**src/rtl/deflate_bit_packer_pkg.sv**
```systemverilog
// Shared types, DEFLATE block codes and width helpers for the LSB-first bit packer.
// Imported by the packer interface and the packer itself.
package deflate_bit_packer_pkg;

   localparam int DEF_OUT_WIDTH    = 32;
   localparam int DEF_MAX_CODE_LEN = 32;

   // Block header fields as they appear in the DEFLATE bit stream
   localparam logic BFINAL_LAST = 1'b1;
   localparam logic BFINAL_MORE = 1'b0;

   typedef enum logic [1:0] {
      BTYPE_STORED  = 2'b00,
      BTYPE_FIXED   = 2'b01,
      BTYPE_DYNAMIC = 2'b10,
      BTYPE_RSVD    = 2'b11
   } btype_e;

   typedef enum logic {
      PACK  = 1'b0,
      DRAIN = 1'b1
   } pk_state_e;

   function automatic int clogb2(input int n);
      int r;
      r = 0;
      while ((1 << r) < n) r++;
      return r;
   endfunction

   function automatic int round_up8(input int n);
      return (n + 7) & ~7;
   endfunction

endpackage

```
**src/rtl/deflate_bit_packer_if.sv**
```systemverilog
// Code-in / flush / word-out handshake bundle of the bit packer.
// The slave side is the packer; the master side is the encoder plus output FIFO.
interface deflate_bit_packer_if import deflate_bit_packer_pkg::*; #(
   parameter int OUT_WIDTH    = DEF_OUT_WIDTH,
   parameter int MAX_CODE_LEN = DEF_MAX_CODE_LEN
);
   localparam int LEN_W   = clogb2(MAX_CODE_LEN + 1);
   localparam int BYTES_W = clogb2(OUT_WIDTH / 8 + 1);

   logic                    code_valid;
   logic [MAX_CODE_LEN-1:0] code_in;
   logic [LEN_W-1:0]        code_len;
   logic                    code_ready;
   logic                    flush_valid;
   logic                    flush_mode;
   logic                    flush_ready;
   logic                    flush_done;
   logic [OUT_WIDTH-1:0]    dout;
   logic [BYTES_W-1:0]      dout_bytes;
   logic                    dout_last;
   logic                    dout_valid;
   logic                    dout_ready;

   modport master (
      output code_valid, code_in, code_len, flush_valid, flush_mode, dout_ready,
      input  code_ready, flush_ready, flush_done, dout, dout_bytes, dout_last, dout_valid
   );

   modport slave (
      input  code_valid, code_in, code_len, flush_valid, flush_mode, dout_ready,
      output code_ready, flush_ready, flush_done, dout, dout_bytes, dout_last, dout_valid
   );

endinterface

```
**src/rtl/deflate_bit_packer.sv**
```systemverilog
// LSB-first bit packer: merges variable-length codes into OUT_WIDTH-bit words,
// with byte-align flush and final flush that tags the partial word with its byte count.
module deflate_bit_packer import deflate_bit_packer_pkg::*; #(
   parameter int OUT_WIDTH    = DEF_OUT_WIDTH,
   parameter int MAX_CODE_LEN = DEF_MAX_CODE_LEN
) (
   input logic                clk,
   input logic                rst_n,
   deflate_bit_packer_if.slave bus
);
   localparam int ACC_W   = OUT_WIDTH + MAX_CODE_LEN;
   localparam int CNT_W   = clogb2(ACC_W + 1);
   localparam int BYTES_W = clogb2(OUT_WIDTH / 8 + 1);
   localparam logic [CNT_W-1:0] OW_C = CNT_W'(OUT_WIDTH);

   pk_state_e               state_q, state_d;
   logic [ACC_W-1:0]        acc_q, acc_d, acc_base;
   logic [CNT_W-1:0]        cnt_q, cnt_d, cnt_base;
   logic                    done_q, done_d;
   logic                    word_rdy, word_xfer, code_xfer, flush_xfer;
   logic [MAX_CODE_LEN-1:0] code_m;

   assign word_rdy   = (state_q == DRAIN) || (cnt_q >= OW_C);
   assign word_xfer  = word_rdy && bus.dout_ready;
   assign code_xfer  = bus.code_valid && bus.code_ready;
   assign flush_xfer = bus.flush_valid && bus.flush_ready;

   assign bus.code_ready  = (state_q == PACK) && ((cnt_q < OW_C) || word_xfer);
   assign bus.flush_ready = (state_q == PACK) && !bus.code_valid && (cnt_q < OW_C);
   assign bus.flush_done  = done_q;

   // Shifting an all-ones field by code_len leaves exactly the bits above the code
   assign code_m = bus.code_in & ~({MAX_CODE_LEN{1'b1}} << bus.code_len);

   assign bus.dout       = acc_q[OUT_WIDTH-1:0];
   assign bus.dout_valid = word_rdy;
   assign bus.dout_last  = (state_q == DRAIN);
   assign bus.dout_bytes = !word_rdy          ? '0 :
                           (state_q == DRAIN) ? BYTES_W'(cnt_q >> 3) :
                                                BYTES_W'(OUT_WIDTH / 8);

   always_comb begin
      state_d  = state_q;
      acc_d    = acc_q;
      cnt_d    = cnt_q;
      done_d   = 1'b0;
      // A code accepted alongside a word handshake lands after the shift
      acc_base = word_xfer ? (acc_q >> OUT_WIDTH) : acc_q;
      cnt_base = word_xfer ? (cnt_q - OW_C) : cnt_q;
      unique case (state_q)
         PACK: begin
            acc_d = acc_base;
            cnt_d = cnt_base;
            if (code_xfer) begin
               acc_d = acc_base | (ACC_W'(code_m) << cnt_base);
               cnt_d = cnt_base + CNT_W'(bus.code_len);
            end else if (flush_xfer) begin
               cnt_d = CNT_W'(round_up8(int'(cnt_q)));
               if (bus.flush_mode && (cnt_q != '0)) state_d = DRAIN;
               else                                 done_d  = 1'b1;
            end
         end
         DRAIN: begin
            if (word_xfer) begin
               acc_d   = '0;
               cnt_d   = '0;
               state_d = PACK;
               done_d  = 1'b1;
            end
         end
      endcase
   end

   always_ff @(posedge clk or negedge rst_n) begin
      if (!rst_n) begin
         state_q <= PACK;
         acc_q   <= '0;
         cnt_q   <= '0;
         done_q  <= 1'b0;
      end else begin
         state_q <= state_d;
         acc_q   <= acc_d;
         cnt_q   <= cnt_d;
         done_q  <= done_d;
      end
   end

endmodule

```
**src/flat_wrapper.sv**
```systemverilog
// flat-port wrapper written by rule: the top's interface ports become plain ports
module deflate_bit_packer_flat import deflate_bit_packer_pkg::*;
#(
   parameter int OUT_WIDTH    = DEF_OUT_WIDTH,
   parameter int MAX_CODE_LEN = DEF_MAX_CODE_LEN
)
  (clk, rst_n, bus_code_valid, bus_code_in, bus_code_len, bus_flush_valid, bus_flush_mode, bus_dout_ready, bus_code_ready, bus_flush_ready, bus_flush_done, bus_dout, bus_dout_bytes, bus_dout_last, bus_dout_valid);
  deflate_bit_packer_if #(.OUT_WIDTH(OUT_WIDTH), .MAX_CODE_LEN(MAX_CODE_LEN)) bus_i ();
  input logic clk;
  input logic rst_n;
  input wire logic [$bits(bus_i.code_valid)-1:0] bus_code_valid;
  input wire logic [$bits(bus_i.code_in)-1:0] bus_code_in;
  input wire logic [$bits(bus_i.code_len)-1:0] bus_code_len;
  input wire logic [$bits(bus_i.flush_valid)-1:0] bus_flush_valid;
  input wire logic [$bits(bus_i.flush_mode)-1:0] bus_flush_mode;
  input wire logic [$bits(bus_i.dout_ready)-1:0] bus_dout_ready;
  output wire logic [$bits(bus_i.code_ready)-1:0] bus_code_ready;
  output wire logic [$bits(bus_i.flush_ready)-1:0] bus_flush_ready;
  output wire logic [$bits(bus_i.flush_done)-1:0] bus_flush_done;
  output wire logic [$bits(bus_i.dout)-1:0] bus_dout;
  output wire logic [$bits(bus_i.dout_bytes)-1:0] bus_dout_bytes;
  output wire logic [$bits(bus_i.dout_last)-1:0] bus_dout_last;
  output wire logic [$bits(bus_i.dout_valid)-1:0] bus_dout_valid;
  assign bus_i.code_valid = bus_code_valid;
  assign bus_i.code_in = bus_code_in;
  assign bus_i.code_len = bus_code_len;
  assign bus_i.flush_valid = bus_flush_valid;
  assign bus_i.flush_mode = bus_flush_mode;
  assign bus_i.dout_ready = bus_dout_ready;
  assign bus_code_ready = bus_i.code_ready;
  assign bus_flush_ready = bus_i.flush_ready;
  assign bus_flush_done = bus_i.flush_done;
  assign bus_dout = bus_i.dout;
  assign bus_dout_bytes = bus_i.dout_bytes;
  assign bus_dout_last = bus_i.dout_last;
  assign bus_dout_valid = bus_i.dout_valid;
  deflate_bit_packer #(.OUT_WIDTH(OUT_WIDTH), .MAX_CODE_LEN(MAX_CODE_LEN)) u_core (.clk(clk), .rst_n(rst_n), .bus(bus_i));
endmodule
```
**config.mk**
```make
export PLATFORM = sky130hd
export DESIGN_NAME = deflate_bit_packer_flat
export DESIGN_NICKNAME = d
export VERILOG_FILES = /design/src/rtl/deflate_bit_packer_pkg.sv /design/src/rtl/deflate_bit_packer_if.sv /design/src/rtl/deflate_bit_packer.sv /design/src/flat_wrapper.sv
export SDC_FILE = /design/constraint.sdc
export NUM_CORES = 1
export LEC_CHECK = 0
export ABC_AREA = 1
export CAP_MARGIN = 20
export CORE_UTILIZATION = 57
export CTS_CLUSTER_DIAMETER = 100
export DETAILED_ROUTE_END_ITERATION = 7
export PLACE_DENSITY = 0.82
export SLEW_MARGIN = 20
export SYNTH_ARGS = -nofsm -noshare
export SYNTH_HDL_FRONTEND = slang
export SYNTH_SLANG_ARGS = --single-unit
```
**constraint.sdc**
```tcl
create_clock -name clk -period 2.7 [get_ports clk]
set_input_delay 0.27 -clock clk [delete_from_list [all_inputs] [get_ports clk]]
set_output_delay 0.27 -clock clk [all_outputs]
set_load 0.01 [all_outputs]
```
# Word-level counts from Yosys, hierarchy flattened
# Index checks and enable logic that the tools add are counted.
# word_totals
reg_bits	73
# op_classes
n_reduce_logical	11
n_lt_le_gt_ge	2
eq_ne	1
shift	2
muxes	21
add_sub_neg	3
bitwise	4
# ops
cell	count
$mux 64	3
$pmux 64 s2	1
$or 64x64->64	1
$shl 32x7->64	1
$and 32x32->32	1
$not 32->32	1
$shl 32x6->32 const A	1
$mux 7	4
$pmux 7 s2	1
$mux 1	8
$add 7x3->7 const B	1
$add 7x6->7	1
$ge 7x6->1 const B	1
$logic_and 1x1->1	7
$lt 7x6->1 const B	1
$reduce_bool 7->1	1
$sub 7x6->7 const B	1
$mux 3	2
$pmux 1 s2	2
$logic_or 1x1->1	2
$ne 2x2->1 const B	1
$logic_not 1->1	1
$not 1->1	1

# Logic depth before layout (Yosys ltp)
# Gate-level depths: netlist (run 1).
# depth
word_depth	8
ltp_mapped	17
depth_no_buf	15

# Worst setup path before layout (run 1)
# OpenSTA, ideal clock, no wires.
# synth_path
kind	register to register
start	register u_core.cnt_q[0]
end	register u_core.cnt_q[6]
path_stages_with_launch	17
t_required_ps	2567
path_slack_ps	250
synth_period_minus_slack_ps	2450
t_arrival_ps	2317
path_cell_list	dfrtp_1 > buf_6 > inv_4 > nand3_2 > nor2_2 > nand2_1 > nand3_2 > nand2_1 > inv_1 > nand2_1 > nand2_4 > buf_1 > ha_1 > a21oi_1 > xnor2_1 > o22ai_1 > o21ai_0
# synth_between
elab_chain_len	8
# synth_lines
item	line_no	source
start, declared	deflate_bit_packer.sv:18	logic [CNT_W-1:0] cnt_q, cnt_d, cnt_base;
start signal, assigned	deflate_bit_packer.sv:83	cnt_q <= cnt_d;
$ge 7x6->1 (*)	deflate_bit_packer.sv:23	assign word_rdy = (state_q == DRAIN) || (cnt_q >= OW_C);
$logic_or 1x1->1 (*)	deflate_bit_packer.sv:23	
net bus_dout_valid	flat_wrapper.sv:23	output wire logic [$bits(bus_i.dout_valid)-1:0] bus_dout_valid;
$logic_and 1x1->1 (*)	deflate_bit_packer.sv:24	assign word_xfer = word_rdy && bus.dout_ready;
parallel branches: the longest is 5 deep, another holds $add 7x6->7	n/a	
# Mark *: on every way through the listed nets, which the timed path passes.
# A chain may end at the register's enable or synchronous reset.

# Worst setup path in the final report (run 1)
# layout_path
start	register u_core.cnt_q[6]
end	register u_core.acc_q[40]
# layout_between
elab_chain_len	8
# layout_lines
item	line_no	source
$ge 7x6->1	deflate_bit_packer.sv:23	
$logic_or 1x1->1	deflate_bit_packer.sv:23	
$logic_and 1x1->1	deflate_bit_packer.sv:24	
$mux 7 or $logic_or 1x1->1 (tied branches)	deflate_bit_packer.sv:49, deflate_bit_packer.sv:28	
$shl 32x7->64 or $logic_and 1x1->1 (tied branches)	deflate_bit_packer.sv:55, deflate_bit_packer.sv:28	
$or 64x64->64 or $logic_and 1x1->1 (tied branches)	deflate_bit_packer.sv:55, deflate_bit_packer.sv:25	
$mux 64	deflate_bit_packer.sv:54	if (code_xfer) begin
$pmux 64 s2	deflate_bit_packer.sv:50	unique case (state_q)
end signal, assigned	deflate_bit_packer.sv:77	acc_q <= '0;
end signal, assigned	deflate_bit_packer.sv:82	acc_q <= acc_d;
end, declared	deflate_bit_packer.sv:17	logic [ACC_W-1:0] acc_q, acc_d, acc_base;
# Several ways; a longest one is shown, not always the timed one.

==> results.txt, run 1 <==
Outcome = finished clean
Final Critical Period = 2460 ps
Async SR Flop Fraction = 100%
Part of the power in the clock network = 13.4%
Slew HR = 37.0%
Number of detailed-route iterations in the first pass = 5
PortBufs = 83
Placed instance count = 1250
Crit path kind = reg2reg
Synth Area per Inst = 6.12 sq um
Layout area overhead = 15.1%
Vias/cell = 6.08
Post-synth EDFFs = 0
Synth cell types = 40
Clock skew = 12.9 ps
Max-cap violations = 0
Final cycle utilization of the critical path = 91.0%
Initial antenna violation count = 0
Worst setup EP type = flip-flop
Root Buffer = clkbuf_16
Register area share after synthesis = 27.2%
Mapped Nets = 1149
Largest net degree at the start of global routing = 74
Synthesized flop and latch total = 73
Core ar. = 11500 sq um
Starting Density = 58.6%
Row Count = 39
Critical path cell sequence = inv_1, ha_1, nand3_2, nand2_2, inv_1, nand2_1, nand2_4, inv_2, nor2_2, inv_2, o21ai_0, o21ai_1, nand2_1
Clk slew on worst S/H paths = 60 ps
Largest stage delay, worst path = 460 ps
Fin. Hold Viols = 0
Vias = 7694
Post-DP HPWL = 16200 microns
Crit path arrival time = 2680 ps
TritonCTS Buffers = 9
Ys Warns = 0
Power density over the cells = 1280 nW/um^2
DRC Markers = 0
Hold crit path type = in2async
Slew Limit Fails = 0
Sequential share of power = 18.5%
Post-CTS setup buffers = 0
Die area = 12200 sq um
Clk_lat worst skew = 350 ps
Setup TNS = 0 ps
# H-tree levels = 3
Setup Viol. Count Final = 0
Tot GR Track Use = 37.2%
GRT overflow = 0
Routed Antenna Nets = 0
Sw power = 5240 uW
First-pass GRT wire length = 36400 microns
VDD IR-drop max = 0.00105 V
Mapped Cells = 1097
Gpl congestion = 0.995
Vias in the first global route = 7198
Routed length per instance = 17.3 microns
TritonCTS Sinks = 73
RSZ-0062 raised after global routing = false
Die W = 111 microns
CP startpoint kind = flip-flop
Combinational fraction of design power = 68.1%
CTS tree = done
DR iter-0 viols = 991
Slew at the pin closest to its max-slew limit = 945 ps
Critical Path Fanout Max = 19
Critical Path RT = 2930 ps
Int Pwr = 4620 uW
Longest Clk Path Bufs = 2
Synth Flop Type = dfrtp_1
Most common cell after layout, fill and taps aside = nand2_1
Pwr Total = 9860 uW
Leak = 0.00391 uW
Mapped Area = 6720 sq um
Post-route insts no fill = 1266
Ports = 84
Final WL = 21900 microns
Most frequent cells in the layout = nand2_1 (355), nand3_1 (290), clkdlybuf4s50_1 (82)
Slowest cell on the critical path = dfrtp_1
FMAX = 407 MHz
Share of layout cells above drive strength 1 = 5.52%
Die Span Y = 111 microns
Sw Share = 53.2%
NumNets Final = 1170
# diodes = 0
## timing repair
action | 4_1_cts | 5_1_grt
gates resized for setup | 0 | 2
setup endpoints to repair | 0 | 3
hold buffers | 0 | 0
## final cells by class
type / count / area, sq um
tap: 143 / 179
fill: 1106 / 3730
sequential: 73 / 1830
clock inverter: 6 / 90.1
inverter: 55 / 209
clock buffer: 10 / 229
timing repair buffer: 108 / 1050
multi-input combinational: 871 / 4150
## registers in the layout (all words and copies together) (netlist names)
signal,flops
u_core.bus.flush_done,1
u_core.bus.dout_last,1
u_core.acc_q,64
u_core.cnt_q,7
## logic make-up after synthesis
family | synth area share, %
AO/OA/AOI/OAI | 9.24
XOR/XNOR | 0.522
adder cells (fa/ha/maj) | 1.60
buffers and inverters | 11.1
flip-flops | 27.2
multiplexers | 1.94
AND/OR/NAND/NOR | 48.4
## per-stage QoR
stage	utilization [%]	hold slack [ps]	worst slack (ps)	cell area, sq um
final	67.4	73.1	243	7730
after CTS	67.4	100	227	7730
after global placement	64.7	456	183	7410
after floorplan	-	-25.6	250	6720
after detailed placement	64.7	462	145	7410
after global routing	67.4	152	32.2	7730
## power by group through the flow
stage | registers (uW) | logic [uW] | clock network [uW]
after CTS | 1830 | 6560 | 1330
after floorplan | 1760 | 4810 | 0
after global routing | 1880 | 7440 | 1370
after global placement | 1830 | 6460 | 0
final | 1830 | 6720 | 1320
after detailed placement | 1840 | 6520 | 0
## cells in the mapped netlist (4+ instances only)
cell        n  area share, %
inv_2       5           0.28
nand3_1   290             22
o21ai_0    66            4.9
nor2_1     42            2.3
nand4_1    24            2.2
inv_1      48            2.7
ha_1        7            1.3
nand2_1   356             20
buf_2       6           0.45
mux2i_1    13            1.9
o21ai_1    27            2.0
buf_6       4           0.67
clkbuf_1   36            2.0
nor3_1      4           0.30
a21oi_1     7           0.52
dfrtp_1    73             27
a21boi_0    4           0.45
buf_1      17           0.95
buf_4      35            3.9
o22ai_1     6           0.56
## per-layer routing
metal  wire length [microns]  part of all wire (%)  global-route usage (%)  vias to the layer above
met1                    9260                    42                    48.8                     3561
met3                    1810                   8.3                    6.09                       61
met5                       0                     0                       0                        -
li1                        -                     -                       -                     3706
met2                   10100                    46                    60.2                      366
met4                     775                   3.5                    16.5                        0
## final timing paths
check                                 startpoint          endpoint  slack (ps)  cells past startpoint
worst max-delay path             u_core.cnt_q[6]  u_core.acc_q[40]         240                     13
worst min-delay path                       rst_n   u_core.acc_q[7]          70                      1
worst max register to register   u_core.cnt_q[6]  u_core.acc_q[40]         240                     13
worst min register to register  u_core.acc_q[42]  u_core.acc_q[42]         470                      2
max in group asynchronous                  rst_n  u_core.acc_q[61]        2020                      1
min in group clk                u_core.acc_q[42]  u_core.acc_q[42]         470                      2
## worst max-delay path: cells and delay by family, from the launching register on
family	cells	cell delay (ps)
AOI/OAI and AO/OA	2	400
adders and majority gates	1	220
buffers and inverters	4	610
DFF	1	460
and+or+nand+nor	6	650
(Power assumes the default switching activity.)
==> run 2, diff against run 1 <==
--- a/config.mk
+++ b/config.mk
@@ -6,7 +6,7 @@
 export NUM_CORES = 1
 export LEC_CHECK = 0
 export ABC_AREA = 1
-export CAP_MARGIN = 20
+export CAP_MARGIN = 15
 export CORE_UTILIZATION = 57
 export CTS_CLUSTER_DIAMETER = 100
 export DETAILED_ROUTE_END_ITERATION = 7
==> results of run 2 <==
Same layout as run 1: the final DEF is identical, and so are final timing and power.
